File: config.mk
export PLATFORM = sky130hd
export DESIGN_NAME = muldiv_seq
export DESIGN_NICKNAME = d
export VERILOG_FILES = /design/src/rtl/muldiv_seq.sv
export SDC_FILE = /design/constraint.sdc
export NUM_CORES = 1
export LEC_CHECK = 0
export ABC_AREA = 1
export CAP_MARGIN = 10
export CORE_MARGIN = 10
export CORE_UTILIZATION = 40
export DETAILED_ROUTE_END_ITERATION = 10
export PLACE_DENSITY = 0.64
export SYNTH_ARGS = -nofsm -noshare
export SYNTH_HDL_FRONTEND = slang
export SYNTH_SLANG_ARGS = --single-unit
File: constraint.sdc
create_clock -name in_clk -period 2.35 [get_ports in_clk]
set_input_delay 0.3525 -clock in_clk [delete_from_list [all_inputs] [get_ports in_clk]]
set_output_delay 0.3525 -clock in_clk [all_outputs]
set_load 0.005 [all_outputs]
File: src/rtl/muldiv_seq.sv
// Sequential unsigned multiply/divide unit.
// Produces one result bit per clock using shift-add multiply or restoring divide.
// The latency is fixed at WIDTH cycles for every op and operand.
// Op select: 00=MULH, 10=MULL, 01=DIV, 11=REM.
module muldiv_seq #(
  parameter int WIDTH = 32
) (
  input  logic             in_clk,
  input  logic             in_rst_n,
  input  logic             in_valid,
  output logic             o_ready,
  input  logic [WIDTH-1:0] a,
  input  logic [WIDTH-1:0] b,
  input  logic [1:0]       in_choice,
  output logic             o_valid,
  input  logic             in_ready,
  output logic [WIDTH-1:0] o_out,
  output logic             o_busy
);

  localparam int CNT_W = $clog2(WIDTH);

  typedef enum logic [1:0] {
    IDLE = 2'd0,
    CALC = 2'd1,
    DONE = 2'd2
  } state_t;

  state_t           stateQ, stateD;
  logic [CNT_W-1:0] cntQ, cntD;
  // hiQ is the upper product half or the partial remainder.
  // loQ is the multiplier or the dividend/quotient shift register.
  // opndQ is the multiplicand or the divisor.
  logic [WIDTH-1:0] hiQ, hiD;
  logic [WIDTH-1:0] loQ, loD;
  logic [WIDTH-1:0] opndQ, opndD;
  logic [1:0]       opQ, opD;
  logic [WIDTH-1:0] outQ, outD;

  logic [WIDTH-1:0] addend;
  logic [WIDTH:0]   sum;
  logic [WIDTH:0]   remShift;
  logic             geDiv;
  logic [WIDTH-1:0] diff;
  logic [WIDTH-1:0] hiStep, loStep;
  logic             resHi;

  // Datapath for one iteration, plus the FSM next-state and register loads.
  always_comb begin
    stateD = stateQ;
    cntD   = cntQ;
    hiD    = hiQ;
    loD    = loQ;
    opndD  = opndQ;
    opD    = opQ;
    outD   = outQ;

    addend   = loQ[0] ? opndQ : '0;
    sum      = {1'b0, hiQ} + {1'b0, addend};
    remShift = {hiQ, loQ[WIDTH-1]};
    geDiv    = (remShift >= {1'b0, opndQ});
    diff     = remShift[WIDTH-1:0] - opndQ;

    if (!opQ[0]) begin
      hiStep = sum[WIDTH:1];
      loStep = {sum[0], loQ[WIDTH-1:1]};
    end else if (geDiv) begin
      hiStep = diff;
      loStep = {loQ[WIDTH-2:0], 1'b1};
    end else begin
      hiStep = remShift[WIDTH-1:0];
      loStep = {loQ[WIDTH-2:0], 1'b0};
    end

    resHi = (opQ == 2'b00) || (opQ == 2'b11);

    case (stateQ)
      IDLE: begin
        if (in_valid) begin
          stateD = CALC;
          cntD   = '0;
          hiD    = '0;
          loD    = in_choice[0] ? a : b;
          opndD  = in_choice[0] ? b : a;
          opD    = in_choice;
        end
      end
      CALC: begin
        hiD  = hiStep;
        loD  = loStep;
        cntD = cntQ + CNT_W'(1);
        if (cntQ == CNT_W'(WIDTH - 1)) begin
          stateD = DONE;
          outD   = resHi ? hiStep : loStep;
        end
      end
      DONE: begin
        if (in_ready) begin
          stateD = IDLE;
        end
      end
      default: begin
        stateD = IDLE;
      end
    endcase
  end

  // State and datapath registers; reset aborts any op in flight.
  always_ff @(posedge in_clk or negedge in_rst_n) begin
    if (!in_rst_n) begin
      stateQ <= IDLE;
      cntQ   <= '0;
      hiQ    <= '0;
      loQ    <= '0;
      opndQ  <= '0;
      opQ    <= '0;
      outQ   <= '0;
    end else begin
      stateQ <= stateD;
      cntQ   <= cntD;
      hiQ    <= hiD;
      loQ    <= loD;
      opndQ  <= opndD;
      opQ    <= opD;
      outQ   <= outD;
    end
  end

  assign o_ready = (stateQ == IDLE);
  assign o_valid = (stateQ == DONE);
  assign o_busy  = (stateQ != IDLE);
  assign o_out   = outQ;

endmodule

== After elaboration in Yosys (flattened, before gate mapping) ==
Cells that the tools add are included.
Word-level totals
  output and inout bits: 35
  logic and storage cells: 45
  RAM bits: 0
  latch bits: 0
  memories: 0
  bits of input ports: 70
  bits in registers: 137
  ROM bits: 0
Operators by class
  shift-type cells: 0
  reduce and logical (&&, ||, !) cells: 9
  order comparisons: 1
  multiply operators: 0
  equality and inequality tests: 7
  add/subtract/negate cells: 3
  div/mod/pow operators: 0
  bitwise logic cells: 0
  mux-type cells: 18
Operators by type and width (number)
  $mux 32: 9
  $pmux 32 s2: 2
  $add 32x32->33: 1
  $ge 33x32->1: 1
  $sub 32x32->32: 1
  $pmux 5 s2: 1
  $mux 2: 3
  $pmux 2 s3: 1
  $reduce_and 2->1: 3
  $add 5x1->5 const B: 1
  $eq 5x5->1 const B: 1
  $mux 5: 1
  $eq 2x2->1 const B: 2
  $logic_not 2->1: 2
  $ne 2x2->1 const B: 2
  $reduce_bool 2->1: 2
  $reduce_and 3->1: 1
  $eq 2x1->1 const B: 1
  $ne 2x1->1 const B: 1
  $logic_or 1x1->1: 1
  $mux 1: 1

== Depth between registers and ports, before layout ==
  depth in word-level cells: 4
  gate-level depth with buffers: 20
  gate-level depth less buffers: 19

== Worst setup path after synthesis ==
No wires, ideal clock.
  path type: reg2reg
  start point: reg loQ[0]
  end point: reg outQ[13] (netlist: o_out[13])
  setup slack: -0.044 ns
  setup time: 0.116 ns
  buffers on the path: 2
  stages on the path, launching flop included: 17
  required time: 2.234 ns
  period minus slack after synthesis: 2.394 ns
  arrival time: 2.278 ns
  path through: dfrtp_1 clkbuf_1 clkbuf_1 nand2_1 inv_1 ha_1 a21oi_1 nand2_1 nand2_1 nand2_1 nand2_1 nand3_1 or2_2 nand3_1 nand3_1 nand2_1 nand2_1
Between the ends
  cells in the longest elaborated chain, start to end: 4
RTL lines
  start: declaration: line 35  | logic [WIDTH-1:0] loQ, loD;
  start signal: assignment: line 122  | loQ <= loD;
  $mux 32: line 58  | addend = loQ[0] ? opndQ : '0;
  $add 32x32->33: line 59  | sum = {1'b0, hiQ} + {1'b0, addend};
  $mux 32: line 64  | if (!opQ[0]) begin
  $mux 32: line 94  | outD = resHi ? hiStep : loStep;
  end signal: assignment: line 125  | outQ <= outD;
  end: declaration: line 38  | logic [WIDTH-1:0] outQ, outD;
No other way between the ends.
A chain may end at the register's enable or synchronous reset.

== Final worst setup path ==
  start point: reg loQ[0]
  end point: reg outQ[19] (netlist: o_out[19])
The elaborated chain is that of the path after synthesis.

==> results_dict.tcl <==
set metrics [dict create \
    outcome "complete, but fails checks" \
    violations "setup timing" \
    whs_ns 0.376 \
    grt_pass1_wl_um 93700 \
    path_clk_slew_ns 0.06 \
    clockBufferDepth 2 \
    htreeDepth 4 \
    postSynth.asyncResetShare_pct 100 \
    cts.sinks 137 \
    tns_ns -6.25 \
    synth_area_leaders "dfrtp_1, nand2_1, inv_1, ha_1, nand3_1" \
    avgSynthCellArea_um2 6.00 \
    worst-r2r-setup-slack_ns -0.26 \
    reg2reg_to "o_out[19]" \
    ys_ff_latch 137 \
    drive_gt1_share_pct 33.7 \
    dp.final_hpwl_um 49700 \
    dieArea_um2 38600 \
    relSlewSlack_pct 44.2 \
    yosys.cell_count.top_type "nand2_1" \
    final.setup.worst_slack_ns -0.259 \
    place_inst 2845 \
    wl_per_cell_um 21.9 \
    port_buffers 104 \
    synth_top_area_cell "dfrtp_1" \
    synth_top_area_share_pct 27.5 \
    vias 16200 \
    crit_arrival_ns 3.00 \
    drt_pass1_iterations 6 \
    numCtsBuffers 17 \
    synth_nets 2213 \
    hold_class "input pin to async pin" \
    coreArea_um2 30700 \
    ff2ff_path_depth 16 \
    cts_tree "yes" \
    drv_cap 0 \
    yosys_warnings 0 \
    root_buffer "clkbuf_16" \
    max_freq_mhz 383 \
    grtUsageTotal_pct 31.8 \
    gp_congestion 1.06 \
    initial_core_util_pct 40.6 \
    worstSetupEndpointType "flop" \
    final_max_slew_viol_count 0 \
    syn_inst 2075 \
    grt_remaining_overflow 0 \
    cp-start-kind "flop" \
    hold_viol 0 \
    die_width_um 196 \
    rows 64 \
    netlist_area_um2 12500 \
    via_per_inst 5.55 \
    worst-path-max-fanout 17 \
    synthTopCellsByCount "nand2_1, inv_1, nand3_1" \
    reg2reg_from "loQ[0]" \
    drcViolationCount 0 \
    antenna_found_initial 8 \
    setup_viol 54 \
    yosysUniqueCellTypes 43 \
    dp_slack_ns -0.693 \
    fp.dieH_um 196 \
    grt_pass1_vias 15700 \
    period_needed_ns 2.61 \
    criticalPathCategory "flop to flop" \
    area_growth_pct 57.3 \
    final_nets 2649 \
    clkLatencyLatePin_ns 0.45 \
    yosysSeqAreaShare_pct 27.5 \
    finalCritPeriodShare_pct 111 \
    grt_max_degree 64 \
    drt_iter0_markers 1772 \
    finalNonFillerCells 2923 \
    routed_wl_um 64100 \
    ant_nets 0 \
    synth_edf_count 0 \
    io_pins 105 \
    tightest_slew_ns 0.834 \
    cp_data_required_time_ns 2.74 \
    rsz0062_at_grt "yes" \
    worst_clock_skew_ns 0.0135 \
    synthFlopType "dfrtp_1" \
]
-- registers in the layout (all words and copies together), names as in the netlist --
name and flops:
opQ 2, opndQ 32, stateQ 2, cntQ 5, o_out 32, hiQ 32, loQ 32
-- timing repair --
action,CTS,global route
gates cloned,1,3
hold buffers,1,0
hold endpoints to repair,32,0
resized for setup,272,262
pin swaps,26,56
buffers inserted,12,27
endpoints found under the setup margin,65,65
-- logic make-up after synthesis --
logic type	share of synthesized area, %
muxes	0.241
DFF	27.5
adders and majority gates	6.95
xor gates and xnor gates	1.55
buffers and inverters	12.1
AOI/OAI and AO/OA	13.1
and+or+nand+nor	38.6
-- per-stage QoR --
step	utilization (%)	cell area [µm²]
final	63.9	19600
after global routing	63.9	19600
after CTS	59.9	18400
after detailed placement	53.5	16400
after global placement	53.5	16400
after floorplan	-	12500
-- critical path, stage by stage (launching register included) --
cell and delay [ns]:
dfrtp_2 0.48, buf_12 0.19, buf_4 0.14, nand2_1 0.06
inv_1 0.07, ha_4 0.33, nand2_4 0.11, nor3_4 0.29
nand3_2 0.12, nand3_2 0.09, nor2_1 0.04, nor2_1 0.12
nand2_2 0.11, buf_4 0.15, nand3_1 0.08, nand2_1 0.08
nand2_1 0.07
-- routing by layer --
| metal | GRT usage (%) | up-vias | routed length, µm |
|---|---|---|---|
| li1 | - | 7484 | - |
| met1 | 38.2 | 7564 | 24800 |
| met2 | 49.3 | 921 | 28300 |
| met3 | 8.28 | 237 | 6250 |
| met4 | 21.4 | 6 | 4740 |
| met5 | 0 | - | 37 |
-- layout make-up --
type | count | area (µm²)
Timing Repair Buffer | 492 | 4250
Antenna cell | 3 | 7.51
Clock inverter | 10 | 118
Clock buffer | 22 | 484
Tap cell | 396 | 495
Multi-Input combinational cell | 1545 | 9600
Inverter | 318 | 1200
Fill cell | 2810 | 11100
Sequential cell | 137 | 3450
-- how the worst max path moves through the flow --
| stage | from | end | slack, ns | cells past startpoint |
|---|---|---|---|---|
| after CTS | loQ[0] | o_out[25] | -0.18 | 19 |
| final | loQ[0] | o_out[19] | -0.26 | 16 |
| after floorplan | loQ[0] | o_out[25] | 0.02 | 20 |
| after global routing | loQ[0] | o_out[19] | -0.37 | 17 |
| after global placement | loQ[0] | o_out[7] | -0.69 | 14 |
| after detailed placement | loQ[0] | o_out[7] | -0.69 | 14 |
-- cells in the final DEF, fill, tap and decap left out, types with 45 or more instances in the layout --
cell,netlist,routed
inv_1,315,265
nand3_2,1,45
clkdlybuf4s50_1,0,102
nand3_1,153,104
inv_2,1,50
ha_4,0,58
buf_4,3,352
nor2_1,141,91
nand2_2,2,104
nand2_1,810,689
dfrtp_1,137,122
a21oi_1,101,69
o21ai_0,83,63
Power is left out: the tool's default activity adds up to more than one toggle a clock period on the data nets, which glitch-free logic cannot reach.
